`src/rtl/port_decl_pkg.sv`:
```
// Shared types for the non-ANSI port declaration checker: record kinds, error classes,
// FSM states, flag bit positions and the per-record classification helper.
package port_decl_pkg;

    typedef enum logic [1:0] {
        KIND_DIR = 2'd0,
        KIND_VAR = 2'd1,
        KIND_NET = 2'd2,
        KIND_END = 2'd3
    } decl_kind_e;

    typedef enum logic [2:0] {
        NONE        = 3'd0,
        PORT_MULTI  = 3'd1,
        VAR_MULTI   = 3'd2,
        NET_MULTI   = 3'd3,
        VAR_NET_MIX = 3'd4,
        MISSING_DIR = 3'd5,
        BAD_INDEX   = 3'd6
    } err_code_e;

    typedef enum logic [1:0] {
        IDLE  = 2'd0,
        SCAN  = 2'd1,
        FLUSH = 2'd2
    } state_e;

    localparam int FLAG_DIR = 0;
    localparam int FLAG_VAR = 1;
    localparam int FLAG_NET = 2;

    // A var/net mix outranks a plain repeat, so it is tested first.
    function automatic err_code_e classify(input decl_kind_e kind, input logic in_range,
                                           input logic [2:0] old_flags);
        err_code_e code;
        code = NONE;
        if (kind != KIND_END && !in_range) begin
            code = BAD_INDEX;
        end else begin
            case (kind)
                KIND_DIR: if (old_flags[FLAG_DIR]) code = PORT_MULTI;
                KIND_VAR: begin
                    if (old_flags[FLAG_NET])      code = VAR_NET_MIX;
                    else if (old_flags[FLAG_VAR]) code = VAR_MULTI;
                end
                KIND_NET: begin
                    if (old_flags[FLAG_VAR])      code = VAR_NET_MIX;
                    else if (old_flags[FLAG_NET]) code = NET_MULTI;
                end
                default: code = NONE;
            endcase
        end
        return code;
    endfunction

    function automatic logic [2:0] kind_mask(input decl_kind_e kind);
        logic [2:0] mask;
        mask = 3'b000;
        case (kind)
            KIND_DIR: mask[FLAG_DIR] = 1'b1;
            KIND_VAR: mask[FLAG_VAR] = 1'b1;
            KIND_NET: mask[FLAG_NET] = 1'b1;
            default:  mask = 3'b000;
        endcase
        return mask;
    endfunction

endpackage

```
`src/rtl/port_decl_table.sv`:
```
// Per-port seen-flag array {net, var, dir} with a read-old/set-new port, a synchronous
// clear, and (when PORT_DECL_CHECKER_SCAN_EN is defined) a dir-flag scan read port.
module port_decl_table
    import port_decl_pkg::*;
#(
    parameter int NUM_PORTS = 8,
    parameter int IDX_W     = 8
) (
    input  logic             clk,
    input  logic             rst,
    input  logic             clr,
    input  logic [IDX_W-1:0] upd_idx,
    input  logic             upd_en,
    input  logic [2:0]       upd_set,
`ifdef PORT_DECL_CHECKER_SCAN_EN
    input  logic [IDX_W-1:0] scan_idx,
    output logic             scan_dir,
`endif
    output logic [2:0]       old_flags
);

    logic [2:0] flags_q [NUM_PORTS];

    // Index decode by comparison so out-of-range indices simply match nothing.
    always_comb begin
        old_flags = 3'b000;
        for (int p = 0; p < NUM_PORTS; p++) begin
            if (upd_idx == IDX_W'(p)) old_flags = flags_q[p];
        end
    end

`ifdef PORT_DECL_CHECKER_SCAN_EN
    always_comb begin
        scan_dir = 1'b0;
        for (int p = 0; p < NUM_PORTS; p++) begin
            if (scan_idx == IDX_W'(p)) scan_dir = flags_q[p][FLAG_DIR];
        end
    end
`endif

    always_ff @(posedge clk) begin
        if (rst || clr) begin
            for (int p = 0; p < NUM_PORTS; p++) flags_q[p] <= 3'b000;
        end else if (upd_en) begin
            for (int p = 0; p < NUM_PORTS; p++) begin
                if (upd_idx == IDX_W'(p)) flags_q[p] <= flags_q[p] | upd_set;
            end
        end
    end

endmodule

```
`config.mk`:
```
export PLATFORM = sky130hd
export DESIGN_NAME = port_decl_table
export DESIGN_NICKNAME = d
export VERILOG_FILES = /design/src/rtl/port_decl_pkg.sv /design/src/rtl/port_decl_table.sv
export SDC_FILE = /design/constraint.sdc
export NUM_CORES = 1
export LEC_CHECK = 0
export ABC_AREA = 1
export BUFFER_PORTS_ARGS = -buffer_cell sky130_fd_sc_hd__buf_2
export CAP_MARGIN = 20
export CORE_ASPECT_RATIO = 0.8
export CORE_MARGIN = 2
export CORE_UTILIZATION = 60
export CTS_CLUSTER_DIAMETER = 150
export CTS_CLUSTER_SIZE = 30
export DETAILED_ROUTE_END_ITERATION = 6
export HOLD_SLACK_MARGIN = 0.08
export PLACE_DENSITY = 0.82
export SYNTH_ARGS = -nofsm -noshare
export SYNTH_HDL_FRONTEND = slang
export SYNTH_SLANG_ARGS = --single-unit
```
`constraint.sdc`:
```
create_clock -name clk -period 2.4 [get_ports clk]
set_clock_uncertainty 0.2 [all_clocks]
set_input_delay 0.48 -clock clk [delete_from_list [all_inputs] [get_ports clk]]
set_output_delay 0.48 -clock clk [all_outputs]
set_load 0.01 [all_outputs]
```
# Yosys cells after proc, flatten, opt, wreduce, memory -nomap -nowiden
# Memory sizes are Yosys's and may differ from the RTL's.
# Index checks and enable logic that the tools add are counted.
[op_classes]
eq_ne = 7
mux = 50
bitwise_logic = 16
reduce_logical = 2
[op_table]
columns = ["op", "count"]
rows = [
  ["two-way mux 3 bit", 16],
  ["two-way mux 1 bit", 34],
  ["== test 8 x 3 -> 1 bit (second input constant)", 4],
  ["OR 3 bit", 8],
  ["== test 8 x 2 -> 1 bit (second input constant)", 2],
  ["== test 8 x 1 -> 1 bit (second input constant)", 1],
  ["zero test 8 bit", 1],
  ["OR 1 bit", 8],
  ["logical OR 1 bit", 1],
]
[word_totals]
register_bits = 0
ram_bits = 24
inputBits = 15
out_inout_bits = 3
word_cells = 76
n_memories = 1
[memory_table]
columns = ["memory", "words", "word_bits", "read_ports", "rd_ports_with_merged_regs", "wr", "line", "source"]
rows = [
  ["flags_q", 8, 3, 8, 0, 8, "port_decl_table.sv:22", "logic [2:0] flags_q [NUM_PORTS];"],
]

# Depth between registers and ports, before layout
# Gate-level depths: netlist (run 1).
[logic_depth]
depth_word = 9
depth_mapped = 8
ltp_nobuf = 7

# Worst setup path before layout (run 1)
# Ideal clock, no wire load.
[synth_timing]
kind = "input to output"
startpoint = "in upd_idx[6]"
endpoint = "out old_flags[0]"
t_arrival_ns = 1.181
t_required_ns = 1.720
slack_ns = 0.539
stages = 8
path_buffers = 1
path_cell_list = "inv_1 -> nand2_1 -> nor2_4 -> buf_6 -> nand3_1 -> nor2_1 -> nor2_1 -> nand4_1"
[synth_via]
elab_chain_len = 9
word_cells_on_any_way = 16
[synth_rtl]
columns = ["element", "line", "source"]
rows = [
  ["start, declared", "port_decl_table.sv:12", "input logic [IDX_W-1:0] upd_idx,"],
  ["zero test 8 bit", "port_decl_table.sv:28", "if (upd_idx == IDX_W'(p)) old_flags = flags_q[p];"],
  ["two-way mux 3 bit (7 in series)", "port_decl_table.sv:28", ""],
  ["two-way mux 3 bit *", "port_decl_table.sv:28", ""],
  ["end, declared", "port_decl_table.sv:19", "output logic [2:0] old_flags"],
]
# Mark *: on every way between the ends. The rest lies on a longest branch, timed or not.

# Worst setup path after layout (run 1)
[layout_timing]
startpoint = "in upd_idx[1]"
endpoint = "out old_flags[2]"
# Same word-level chain as after synthesis.

==> flow_metrics.py, run 1 <==
metrics = {
    "outcome": {
        "status": "finished, final reports clean",
    },
    "final_layout": {
        "antenna_cells": 0,
        "final_cells": 215,
        "top_regs": "flags_q (24)",
        "syn2layout_area_growth_pct": 10.5,
        "largest_register_ff_count": 24,
        "top_register": "flags_q",
        "drive_above_1_share": 0.158,
        "nets": 206,
    },
    "clocking": {
        "clk_pin_slew_worst_paths_ps": 130,
        "cts.sinks": 24,
        "post_cts.repair.setup_buffers": 0,
        "clock_path_buffers": 2,
        "cts_buffers": 3,
        "ctsHoldBuffers": 0,
        "cts_tree": "yes",
        "h-tree-depth": 1,
        "insertion_delay_ps": 320,
        "cts_root_buf": "clkbuf_4",
        "post_cts_resized": 0,
    },
    "yosys": {
        "synth_area_mm2": 0.00137,
        "syn_avg_cell_area_um2": 7.85,
        "ys_warn_count": 0,
        "ys_ff_latch": 24,
        "ys_seq_area_frac": 0.528,
        "syn_inst": 174,
        "yosysUniqueCellTypes": 14,
        "synthesis.nets": 189,
    },
    "detailed_routing": {
        "vias_per_cell": 5.62,
        "firstDrtPassIters": 4,
        "wl_per_cell_um": 13.7,
        "drt_iter0_markers": 56,
        "drc": 0,
        "vias": 1209,
        "antenna_left": 0,
        "drt_wl_total_mm": 2.95,
    },
    "timing": {
        "fin_tns_setup_ps": 0,
        "worstMarginPinSlew_ps": 622,
        "setup_viol": 0,
        "slew_headroom": 0.585,
        "fin_crit_sh": 0.908,
        "max_freq_ghz": 0.459,
        "hold_viol_final": 0,
        "rsz0062_at_grt": "no",
        "post-route-min-period_ps": 2180,
        "drv_slew": 0,
    },
    "placement": {
        "dp_cells": 211,
        "io_buffers": 17,
        "gp_congestion": 0.939,
        "hpwl_mm": 2.20,
    },
    "worst_setup_path": {
        "r2r-start": "flags_q[1][6]",
        "path_max_fanout": 5,
        "critPathLaunchType": "primary input",
        "rrSetupSlack_ps": 1350,
        "worstPathArrival_ps": 1500,
        "worstSetupPathType": "primary input to output pin",
        "crit_path_end_kind": "output pin",
        "crit_required_ps": 1720,
        "r2r_end": "flags_q[1][6]",
        "rr_worst_depth": 2,
    },
    "die": {
        "row_count": 15,
        "die_area_mm2": 0.00267,
        "coreArea_mm2": 0.00216,
        "start_util": 0.632,
        "die_w_um": 57.3,
        "io_pins": 18,
        "die_h_um": 46.7,
    },
    "worst_hold_path": {
        "hp-start": "flags_q[1][5]",
        "min_to": "flags_q[1][5]",
        "hold_depth": 2,
        "hold_class": "flop to flop",
    },
    "global_route": {
        "grt_pass1_vias": 1087,
        "antenna_found_initial": 0,
        "grt_overflow": 0,
        "grt_util_all_layers": 0.246,
        "grt_max_degree": 16,
        "grt_pass1_wl_mm": 4.77,
    },
    "power": {
        "p_leak_uw": 0.000639,
        "p_per_area_mw_per_mm2": 573,
        "peakVddDrop_mv": 0.439,
    },
    "job": {
        "maxCapViolCount": 0,
    },
}
==> area by class of cell <==
class,instances,area (um^2)
Clock buffer,3,22.5
Clock inverter,1,30.0
Fill cell,167,649
Inverter,12,45.0
Multi-Input combinational cell,132,567
Sequential cell,24,721
Tap cell,25,31.3
Timing Repair Buffer,18,92.6
==> worst max-delay path, stage by stage <==
cell,delay [ps]
buf_2,130
nor2_1,170
nand2_1,100
nor2_2,190
nand2_1,80
nand4_1,110
nor2_1,60
nand4_1,60
buf_2,130
==> metal layers <==
| metal | share of wire | track usage | vias to the layer above |
|---|---|---|---|
| li1 | - | - | 596 |
| met1 | 0.42 | 0.329 | 540 |
| met2 | 0.47 | 0.398 | 63 |
| met3 | 0.083 | 0.0506 | 10 |
| met4 | 0.029 | 0.102 | 0 |
| met5 | 0 | 0 | - |
==> cell families (layout without fill, tap and decap cells) <==
logic type | count (synthesis) | in the layout | synth area share
simple gates | 132 | 132 | 0.415
flops | 24 | 24 | 0.528
buf+inv | 18 | 34 | 0.0568
==> layout by cell type, fill, tap and decap left out, drive strengths merged <==
master   n
buf     18
bufinv   1
clkbuf   3
edfxtp  24
inv     12
nand2   37
nand3   17
nand4    6
nor2    70
nor3     1
nor4     1
==> worst max path at each step <==
| stage | to | slack [ps] | start |
|---|---|---|---|
| floorplan | old_flags[0] | 540 | upd_idx[6] |
| global placement | old_flags[0] | 290 | upd_idx[4] |
| detailed placement | old_flags[1] | 260 | upd_idx[7] |
| CTS | old_flags[1] | 250 | upd_idx[1] |
| global route | old_flags[0] | 100 | upd_idx[5] |
| finish | old_flags[2] | 220 | upd_idx[1] |
==> Yosys cell counts <==
cell type,n,share of area
nand2_2,3,0.014
nor3_2,1,0.0073
nand2_1,34,0.093
nand3_1,17,0.062
inv_1,12,0.033
buf_6,1,0.0082
buf_2,2,0.0073
nor2_1,67,0.18
nor2_2,2,0.0092
nor2_4,1,0.0082
buf_1,3,0.0082
edfxtp_1,24,0.53
nand4_1,6,0.028
nor4_2,1,0.0092
==> power breakdown <==
part	internal [uW]	switching [uW]
clock network	169	124
registers	482	12.6
logic	23.2	54.2
==> metrics by stage <==
stage               hold WS [ps]  setup WS, ps  power [uW]   util  instance area (um^2)
CTS                          404           252         866  0.699                  1510
floorplan                    347           539         548      -                  1370
global placement             364           293         575  0.675                  1460
detailed placement           372           263         579  0.675                  1460
global route                 416          97.3         890  0.699                  1510
finish                       405           220         865  0.699                  1510
Note: power is estimated with default switching activity, not from simulation.
==> inputs of run 2 (changes only) <==
Settings changed: MAX_ROUTING_LAYER from default to met4.
==> run 2 against run 1 <==
Count of clock-buffer cells in the layout unchanged. Utilization unchanged. Combinational power about the same. Sequential power about the same. Setup slack better by 7.0 ps. Via count up 0.58%. Highest routed layer unchanged. Largest power group unchanged. Die area unchanged.
==> flow_metrics.py, run 2 (synthesis results as in run 1) <==
metrics = {
    "timing": {
        "worstMarginPinSlew_ps": 623,
        "rsz0062_at_grt": "no",
        "hold_slack_ps": 405,
        "max_freq_ghz": 0.460,
        "setup_viol": 0,
        "post-route-min-period_ps": 2170,
        "drv_slew": 0,
        "fin_crit_sh": 0.905,
        "slew_headroom": 0.584,
        "setup_ws_ps": 227,
        "fin_tns_setup_ps": 0,
        "hold_viol_final": 0,
    },
    "worst_setup_path": {
        "worstSetupPathType": "primary input to output pin",
        "rrSetupSlack_ps": 1350,
        "path_max_fanout": 5,
        "crit_required_ps": 1720,
        "critPathLaunchType": "primary input",
        "crit_slowest_cell": "nor2_2",
        "r2r-start": "flags_q[1][6]",
        "crit_cells": 9,
        "crit_chain": "buf_2 -> nor2_1 -> nand2_1 -> nor2_2 -> nand2_1 -> nand4_1 -> nor2_1 -> nand4_1 -> buf_2",
        "worstPathArrival_ps": 1490,
        "cp_slowest_stage_delay_ps": 190,
        "path_buf_inv": 2,
        "rr_worst_depth": 2,
        "crit_family": "simple AND/OR/NAND/NOR gates",
        "r2r_end": "flags_q[1][6]",
        "crit_path_end_kind": "output pin",
    },
    "power": {
        "pwr-share-comb": 0.089,
        "peakVddDrop_mv": 0.440,
        "p_int_uw": 674,
        "switching_share": 0.223,
        "p_per_area_mw_per_mm2": 575,
        "clkPwrFrac": 0.340,
        "p_switching_uw": 193,
        "p_leak_uw": 0.000639,
        "p_seq_frac": 0.570,
    },
    "placement": {
        "gp_congestion": 0.956,
        "post-place-ws_ps": 263,
        "dp_cells": 211,
        "hpwl_mm": 2.20,
        "io_buffers": 17,
    },
    "final_layout": {
        "nets": 206,
        "largest_register_ff_count": 24,
        "top_register": "flags_q",
        "final_cells": 215,
        "layout_common_cells": "67 x nor2_1, 34 x nand2_1, 24 x edfxtp_1",
        "syn2layout_area_growth_pct": 10.5,
        "drive_above_1_share": 0.158,
        "final_common_cell": "nor2_1",
        "nFillCells": 167,
        "antenna_cells": 0,
        "top_regs": "flags_q (24)",
        "fin_util": 0.699,
    },
    "detailed_routing": {
        "antenna_left": 0,
        "wl_per_cell_um": 13.8,
        "drt_iter0_markers": 61,
        "firstDrtPassIters": 5,
        "drc": 0,
        "drt_wl_total_mm": 2.96,
        "vias": 1216,
        "vias_per_cell": 5.66,
    },
    "clocking": {
        "post_cts_resized": 0,
        "cts.sinks": 24,
        "clk_pin_slew_worst_paths_ps": 130,
        "cts_tree": "yes",
        "cts_buffers": 3,
        "h-tree-depth": 1,
        "insertion_delay_ps": 320,
        "clock_path_buffers": 2,
        "ctsHoldBuffers": 0,
        "cts_root_buf": "clkbuf_4",
        "post_cts.repair.setup_buffers": 0,
    },
    "global_route": {
        "grt_pass1_wl_mm": 4.75,
        "grt_util_all_layers": 0.253,
        "grt_max_degree": 16,
        "antenna_found_initial": 0,
        "grt_overflow": 0,
        "grt_pass1_vias": 1087,
    },
    "worst_hold_path": {
        "hold_class": "flop to flop",
        "hp-start": "flags_q[1][5]",
        "hold_depth": 2,
        "min_to": "flags_q[1][5]",
    },
    "die": {
        "io_pins": 18,
        "coreArea_mm2": 0.00216,
        "row_count": 15,
        "die_w_um": 57.3,
        "start_util": 0.632,
        "die_area_mm2": 0.00267,
        "die_h_um": 46.7,
    },
    "job": {
        "maxCapViolCount": 0,
    },
    "outcome": {
        "status": "finished, final reports clean",
    },
}
==> run 2: layout make-up <==
cell class | count | area (um^2) | area share
Tap cell | 25 | 31.3 | 0.0207
Sequential cell | 24 | 721 | 0.478
Clock buffer | 3 | 22.5 | 0.0149
Clock inverter | 1 | 30.0 | 0.0199
Timing Repair Buffer | 18 | 92.6 | 0.0614
Multi-Input combinational cell | 132 | 567 | 0.376
Inverter | 12 | 45.0 | 0.0299
==> run 2: per-layer routing <==
layer / up-vias / global-route usage / share of wire / wire [um]
li1: 595 / - / - / -
met1: 547 / 0.327 / 0.41 / 1230
met2: 66 / 0.398 / 0.47 / 1400
met3: 8 / 0.0506 / 0.095 / 283
met4: 0 / 0.102 / 0.020 / 59
met5: - / - / 0 / 0
==> run 2: tightest hold or removal path: cells and delay by family, from the launching register on <==
kind,cells,cell delay (ps)
flops,1,370
simple gates,2,130
==> run 2: power groups by stage <==
stage	Combinational (uW)	Clock [uW]	Sequential (uW)
floorplan	49.6	0	499
global placement	71.9	0	503
detailed placement	75.4	0	504
CTS	76.2	295	494
global route	87.2	306	497
finish	77.4	295	495
==> run 2: worst max path at each step <==
stage	from	endpoint	slack, ps
after CTS	upd_idx[1]	old_flags[1]	250
after floorplan	upd_idx[6]	old_flags[0]	540
after detailed placement	upd_idx[7]	old_flags[1]	260
final	upd_idx[1]	old_flags[2]	230
after global placement	upd_idx[4]	old_flags[0]	290
after global routing	upd_idx[5]	old_flags[0]	100
==> run 2: through the flow <==
stage,cell area (um^2),power [uW]
floorplan,1370,548
global placement,1460,575
detailed placement,1460,579
CTS,1510,866
global route,1510,890
finish,1510,867
